**config.mk**
```make
export PLATFORM = sky130hd
export DESIGN_NAME = sat_up_period_cntr_flat
export DESIGN_NICKNAME = d
export VERILOG_FILES = /design/src/rtl/sat_up_period_cntr_if.sv /design/src/rtl/sat_up_period_cntr.sv /design/src/flat_wrapper.sv
export SDC_FILE = /design/constraint.sdc
export NUM_CORES = 1
export LEC_CHECK = 0
export BUFFER_PORTS_ARGS = -buffer_cell sky130_fd_sc_hd__buf_4
export CAP_MARGIN = 30
export CORE_UTILIZATION = 38
export CTS_CLUSTER_SIZE = 25
export DETAILED_ROUTE_END_ITERATION = 8
export SETUP_SLACK_MARGIN = 0.2
export SLEW_MARGIN = 25
export SYNTH_ARGS = -nofsm -noshare
export SYNTH_HDL_FRONTEND = slang
export SYNTH_SLANG_ARGS = --single-unit
```
**constraint.sdc**
```tcl
create_clock -name clock -period 1.8 [get_ports clock]
set_input_delay 0.09 -clock clock [delete_from_list [all_inputs] [get_ports clock]]
set_output_delay 0.09 -clock clock [all_outputs]
set_load 0.05 [all_outputs]
```
**src/rtl/sat_up_period_cntr_if.sv**
```systemverilog
// Measurement-side bundle for sat_up_period_cntr: enable/event in,
// captured interval, valid pulse and saturation flag out.
interface sat_up_period_cntr_if #(
    parameter int NUM_CNTR_BITS = 5
) ();
    logic                     enable;
    logic                     eventIn;
    logic [NUM_CNTR_BITS-1:0] count;
    logic                     countValid;
    logic                     saturated;

    modport master (
        output enable,
        output eventIn,
        input  count,
        input  countValid,
        input  saturated
    );

    modport slave (
        input  enable,
        input  eventIn,
        output count,
        output countValid,
        output saturated
    );
endinterface

```
**src/rtl/sat_up_period_cntr.sv**
```systemverilog
// Saturating up-counter measuring clock cycles between rising edges
// of an asynchronous event input; captures the interval on each edge.
module sat_up_period_cntr #(
    parameter int NUM_CNTR_BITS = 5,
    parameter int SYNC_STAGES   = 2
) (
    input  logic                 clock,
    input  logic                 reset,
    sat_up_period_cntr_if.slave  bus
);
    typedef enum logic [1:0] {
        IDLE      = 2'd0,
        ARMED     = 2'd1,
        MEASURING = 2'd2
    } state_t;

    localparam logic [NUM_CNTR_BITS-1:0] MAX_CNT = '1;
    localparam logic [NUM_CNTR_BITS-1:0] ONE_CNT = NUM_CNTR_BITS'(1);

    state_t                   r_state;
    state_t                   w_state_nxt;
    logic [SYNC_STAGES-1:0]   r_sync;
    logic                     r_ev_prev;
    logic [NUM_CNTR_BITS-1:0] r_cntr;
    logic [NUM_CNTR_BITS-1:0] w_cntr_nxt;
    logic                     r_ovf;
    logic                     w_ovf_nxt;
    logic                     w_cap;
    logic                     w_ev_sync;
    logic                     w_rise;
    logic [NUM_CNTR_BITS-1:0] r_count;
    logic                     r_count_valid;
    logic                     r_saturated;

    assign w_ev_sync = r_sync[SYNC_STAGES-1];
    assign w_rise    = w_ev_sync & ~r_ev_prev;

    // Synchroniser chain and edge-history flop; runs in every state.
    always_ff @(posedge clock) begin
        if (reset) begin
            r_sync    <= '0;
            r_ev_prev <= 1'b0;
        end else begin
            r_sync[0] <= bus.eventIn;
            for (int i = 1; i < SYNC_STAGES; i++) begin
                r_sync[i] <= r_sync[i-1];
            end
            r_ev_prev <= w_ev_sync;
        end
    end

    // State, interval counter and overflow registers.
    always_ff @(posedge clock) begin
        if (reset) begin
            r_state <= IDLE;
            r_cntr  <= '0;
            r_ovf   <= 1'b0;
        end else begin
            r_state <= w_state_nxt;
            r_cntr  <= w_cntr_nxt;
            r_ovf   <= w_ovf_nxt;
        end
    end

    // Next state and counter; enable low overrides a coincident rise.
    always_comb begin
        w_state_nxt = r_state;
        w_cntr_nxt  = r_cntr;
        w_ovf_nxt   = r_ovf;
        w_cap       = 1'b0;
        if (!bus.enable) begin
            w_state_nxt = IDLE;
            w_cntr_nxt  = '0;
            w_ovf_nxt   = 1'b0;
        end else begin
            unique case (r_state)
                IDLE: begin
                    w_state_nxt = ARMED;
                    w_cntr_nxt  = '0;
                    w_ovf_nxt   = 1'b0;
                end
                ARMED: begin
                    if (w_rise) begin
                        w_state_nxt = MEASURING;
                        w_cntr_nxt  = ONE_CNT;
                        w_ovf_nxt   = 1'b0;
                    end
                end
                MEASURING: begin
                    if (w_rise) begin
                        w_cap      = 1'b1;
                        w_cntr_nxt = ONE_CNT;
                        w_ovf_nxt  = 1'b0;
                    end else if (r_cntr != MAX_CNT) begin
                        w_cntr_nxt = r_cntr + ONE_CNT;
                    end else begin
                        w_ovf_nxt = 1'b1;
                    end
                end
                default: begin
                    w_state_nxt = IDLE;
                    w_cntr_nxt  = '0;
                    w_ovf_nxt   = 1'b0;
                end
            endcase
        end
    end

    // Output capture; count and saturated hold between captures.
    always_ff @(posedge clock) begin
        if (reset) begin
            r_count       <= '0;
            r_count_valid <= 1'b0;
            r_saturated   <= 1'b0;
        end else begin
            r_count_valid <= w_cap;
            if (w_cap) begin
                r_count     <= r_cntr;
                r_saturated <= r_ovf;
            end
        end
    end

    assign bus.count      = r_count;
    assign bus.countValid = r_count_valid;
    assign bus.saturated  = r_saturated;
endmodule

```
**src/flat_wrapper.sv**
```systemverilog
// flat-port wrapper written by rule: the top's interface ports become plain ports
module sat_up_period_cntr_flat 
#(
    parameter int NUM_CNTR_BITS = 5,
    parameter int SYNC_STAGES   = 2
)
  (clock, reset, bus_enable, bus_eventIn, bus_count, bus_countValid, bus_saturated);
  sat_up_period_cntr_if #(.NUM_CNTR_BITS(NUM_CNTR_BITS)) bus_i ();
  input  logic clock;
  input  logic reset;
  input wire logic [$bits(bus_i.enable)-1:0] bus_enable;
  input wire logic [$bits(bus_i.eventIn)-1:0] bus_eventIn;
  output wire logic [$bits(bus_i.count)-1:0] bus_count;
  output wire logic [$bits(bus_i.countValid)-1:0] bus_countValid;
  output wire logic [$bits(bus_i.saturated)-1:0] bus_saturated;
  assign bus_i.enable = bus_enable;
  assign bus_i.eventIn = bus_eventIn;
  assign bus_count = bus_i.count;
  assign bus_countValid = bus_i.countValid;
  assign bus_saturated = bus_i.saturated;
  sat_up_period_cntr #(.NUM_CNTR_BITS(NUM_CNTR_BITS), .SYNC_STAGES(SYNC_STAGES)) u_core (.clock(clock), .reset(reset), .bus(bus_i));
endmodule
```
After elaboration in Yosys (flattened, before gate mapping)
Index checks and enable logic that the tools add are counted.
Word-level totals
  register bits after elaboration: 18
  output and inout port bits: 7
  word-level logic and storage cells: 37
Operators by class
  add/subtract/negate cells: 1
  equality and inequality tests: 6
  mux-type cells: 13
  bitwise operators: 4
  reductions and logical operators: 5
Operators by type and width (count)
  two-way mux 5 bit: 3
  one-hot mux 5 bit (2 select lines): 1
  two-way mux 1 bit: 6
  one-hot mux 2 bit (3 select lines): 1
  AND reduction 2 bit: 3
  adder 5 x 1 -> 5 bit, second input constant: 1
  inequality test 5 bit, second input constant: 1
  inequality test 3 x 1 -> 1 bit, second input constant: 1
  inequality test 3 x 2 -> 1 bit, second input constant: 1
  NOT 1 bit: 3
  equality test 2 x 1 -> 1 bit, second input constant: 1
  equality test 2 bit, second input constant: 1
  zero test 2 bit: 1
  two-way mux 2 bit: 1
  inequality test 2 x 1 -> 1 bit, second input constant: 1
  one-hot mux 1 bit (2 select lines): 1
  OR reduction 2 bit: 1
  AND 1 bit: 1

Longest topological paths before layout
  word-level depth: 5
  mapped depth: 7
  gate-level depth less buffers: 7

Worst setup path before layout
Ideal clock, no wire load.
  path kind: flip-flop to flip-flop
  start: register u_core.r_cntr[0]
  end: register u_core.r_cntr[3]
  library setup time: 0.069 ns
  data arrival time: 1.603 ns
  path slack: 0.128 ns
  cell stages (with the launch flop): 8
  buffers on the path: 0
  path through: dfxtp_1 > ha_1 > and3_1 > ha_1 > a21oi_2 > nand4_1 > or4_1 > o21ai_1
Between the ends
  longest elaborated chain between the ends: 4
  elaborated cells between the ends (all ways): 7
Ends and longest elaborated chain
  start, declared: RTL line sat_up_period_cntr.sv:24  | logic [NUM_CNTR_BITS-1:0] r_cntr;
  start signal, assigned: RTL line sat_up_period_cntr.sv:60  | r_cntr <= w_cntr_nxt;
  adder 5 x 1 -> 5 bit: RTL line sat_up_period_cntr.sv:95  | w_cntr_nxt = r_cntr + ONE_CNT;
  two-way mux 5 bit: RTL line sat_up_period_cntr.sv:94  | end else if (r_cntr != MAX_CNT) begin
  two-way mux 5 bit: RTL line sat_up_period_cntr.sv:90  | if (w_rise) begin
  one-hot mux 5 bit (2 select lines): RTL line sat_up_period_cntr.sv:76  | unique case (r_state)
Parallel ways exist; a longest one is shown, timed or not. The select of a mux whose other input is x is not followed.
A chain may end at the register's enable or synchronous reset.

Worst setup path in the final report
  start: register u_core.r_cntr[1]
  end: register u_core.r_cntr[3]
The elaborated chain is that of the path after synthesis.

==> results by group <==
STA
  • F_max: 0.594 GHz
  • Skew final: approximately 0.87 ps
  • # setup viols final: 0
  • Final hold slack: 18.0 ps
  • RSZ-0062 raised after global routing: yes
  • Final period util: between 90% and 100%
  • Setup_tns: 0 ps
  • Tmin final: 1680 ps
  • Final hold vios: 0
  • Worst slew pin tran: roughly 310 ps
  • Slew HR: 79.5%
  • Final Max Tran Viols: 0

Finish
  • Commonest non-fill, non-tap cells in the layout: 19 x buf_4, 16 x dfxtp_1, 10 x nor2_1
  • Share of post-route cells with drive strength above 1: 29.8%
  • Commonest non-fill, non-tap cell in the layout: buf_4
  • Final core utilization: 52.4%
  • # diodes: 0
  • Layout Nets: 116
  • FILL cells: a little under 200
  • Area growth from synthesis to layout: 28.3%
  • Non-filler cells, final: 131

Clocking
  • Clock sink count: 18
  • Worst skew pair latency: around 280 ps
  • Clock tree buffer depth: 2
  • TritonCTS clock tree: built
  • Reg clk slew, reported paths: 90 ps
  • Htree depth: 1
  • Cts bufs inserted: 3
  • CTS root buf: clkbuf_4

Routing
  • Post-route ant nets: 0
  • Via count: ~620
  • DRT Pass-1 Iters: 4
  • DRT iter0 DRCs: 5
  • # DRC: 0
  • WL/cell: around 11 um
  • Final Routed Wirelength: approximately 1.5 mm
  • Via density: between 4 and 5

Critical path
  • Critical path arrival: between 1500 and 2000 ps
  • Critical path capture point type: flop
  • Worst Path Required: 2020 ps
  • Crit start category: flop
  • Crit path max fanout: 4
  • Crit path kind: reg2reg

Power and ir drop
  • Sequential Power Share: between 60% and 70%
  • Internal: around 0.00051 W
  • Power per cell area: about 640 nW/um^2
  • Switching power: approximately 0.00014 W
  • Switching part of the total power: between 20 and 25%
  • Max IR drop VDD: about 0.00056 V
  • Total power: roughly 0.00066 W
  • Clock power frac: 28.2%
  • Static Leakage: 0.455 nW
  • Combinational Power Share: around a tenth

Synth
  • Cells after Synth: between 80 and 90
  • Largest cells by area after synthesis: dfxtp_1 45%, mux2i_1 10%, ha_1 9.4%
  • Synth top area share: between 40% and 50%
  • Mapped Area: ~800 um^2
  • Yosys warns: 0
  • Sequential fraction of the synthesis area: 45.0%
  • Synth Register Bits: 18
  • Post-synthesis cell type count: 27
  • Synth Area per Inst: 9.42 um^2
  • Area leader, netlist: dfxtp_1
  • Post-synth net total: 95

Global route
  • Initial antenna violation count: 0
  • Largest net degree at the start of global routing: 12
  • Vias in the first global route: 484
  • Total gr overflow: 0
  • First-pass GRT wire length: around 2.1 mm
  • Global Route Usage Sum: 13.6%

Floorplanning
  • Cell row count: 16
  • Die H: around 48 um
  • Die area: between 2000 and 2500 um^2
  • Top Ports: 11
  • Die width: 47.9 um
  • Initial core utilization: around two fifths
  • Core Box Area: between 1500 and 2000 um^2

Place
  • # port buffers: 10
  • HPWL after DPL: about 1.1 mm
  • Gpl congestion: about 0.81
  • Placed Cells: 121

Worst hold path
  • Worst Hold Class: in2reg

Run
  • Max-cap violations: 0

Status
  • Outcome: completed
==> sequential cells by signal, indices dropped and copies added, names as in the netlist <==
register	count
u_core.bus.count	5
u_core.bus.countValid	1
u_core.bus.saturated	1
u_core.r_cntr	5
u_core.r_ev_prev	1
u_core.r_ovf	1
u_core.r_state	2
u_core.r_sync	2
==> metal layers <==
metal,wire length [um],global-route usage [%]
met1,673,17.1
met2,726,21.6
met3,41,5.66
met4,8,3.33
met5,0,0
==> synthesized netlist by cell type, drive strengths merged <==
cell type  count
dfxtp         18
nand4          1
clkbuf         1
o22ai          1
nand4b         1
ha             6
and3           3
nor3           1
and2b          1
mux2i          8
or3            1
nand3          2
nor2b          4
nand2          5
nand3b         1
inv            4
a211o          1
or4            1
buf            2
nand2b         2
o21ai          3
nor2          10
a21oi          8
==> power by group through the flow <==
stage               Combinational [W]  Clock, W  Sequential [W]
floorplan                   0.0000400         0        0.000415
global placement            0.0000554         0        0.000416
detailed placement          0.0000556         0        0.000416
CTS                         0.0000589  0.000197        0.000407
global route                0.0000724  0.000216        0.000408
finish                      0.0000641  0.000185        0.000407
==> worst paths after layout <==
path	startpoint	end	slack, ps	cells after the start
hold / removal	bus_eventIn	u_core.r_sync[0]	20	2
hold reg to reg	u_core.r_sync[0]	u_core.r_sync[1]	460	1
setup reg to reg	u_core.r_cntr[1]	u_core.r_cntr[3]	120	7
setup / recovery	u_core.r_cntr[1]	u_core.r_cntr[3]	120	7
==> stage by stage <==
stage	setup WS, ps	area [um^2]
final	117	1030
after global routing	66.8	1030
after CTS	159	980
after detailed placement	109	910
after global placement	146	910
after floorplan	212	806
==> cell families (layout without fill, tap and decap cells) <==
group	count (synthesis)	after routing	synth area share, %
buffers and inverters	7	26	4.37
AOI/OAI and AO/OA	13	13	9.22
and+or+nand+nor	33	33	22.0
muxes	8	8	10.0
DFF	18	18	45.0
adders and majority gates	6	6	9.37
==> final cells by class <==
class / count / area [um^2] / share of cell area (%)
inverters: 4 / 15.0 / 1.46
clock buffers: 3 / 22.5 / 2.19
flip-flops and latches: 18 / 363 / 35.3
well taps: 27 / 33.8 / 3.29
repair buffers: 19 / 143 / 13.9
multi-input cells: 60 / 450 / 43.8
==> worst max-delay path, cell delays in order, from the launching register on <==
cell and delay (ps):
dfxtp_2 350, ha_4 150, and3_4 180, ha_4 170, a21oi_4 150, nand4_1 130, or4_1 410, o21ai_1 80
==> repair_timing <==
action	CTS	global route
pin swaps	2	3
setup buffers	4	3
resized for setup	4	4
hold buffers	0	0
setup endpoints to repair	3	7
(Power assumes the default switching activity.)
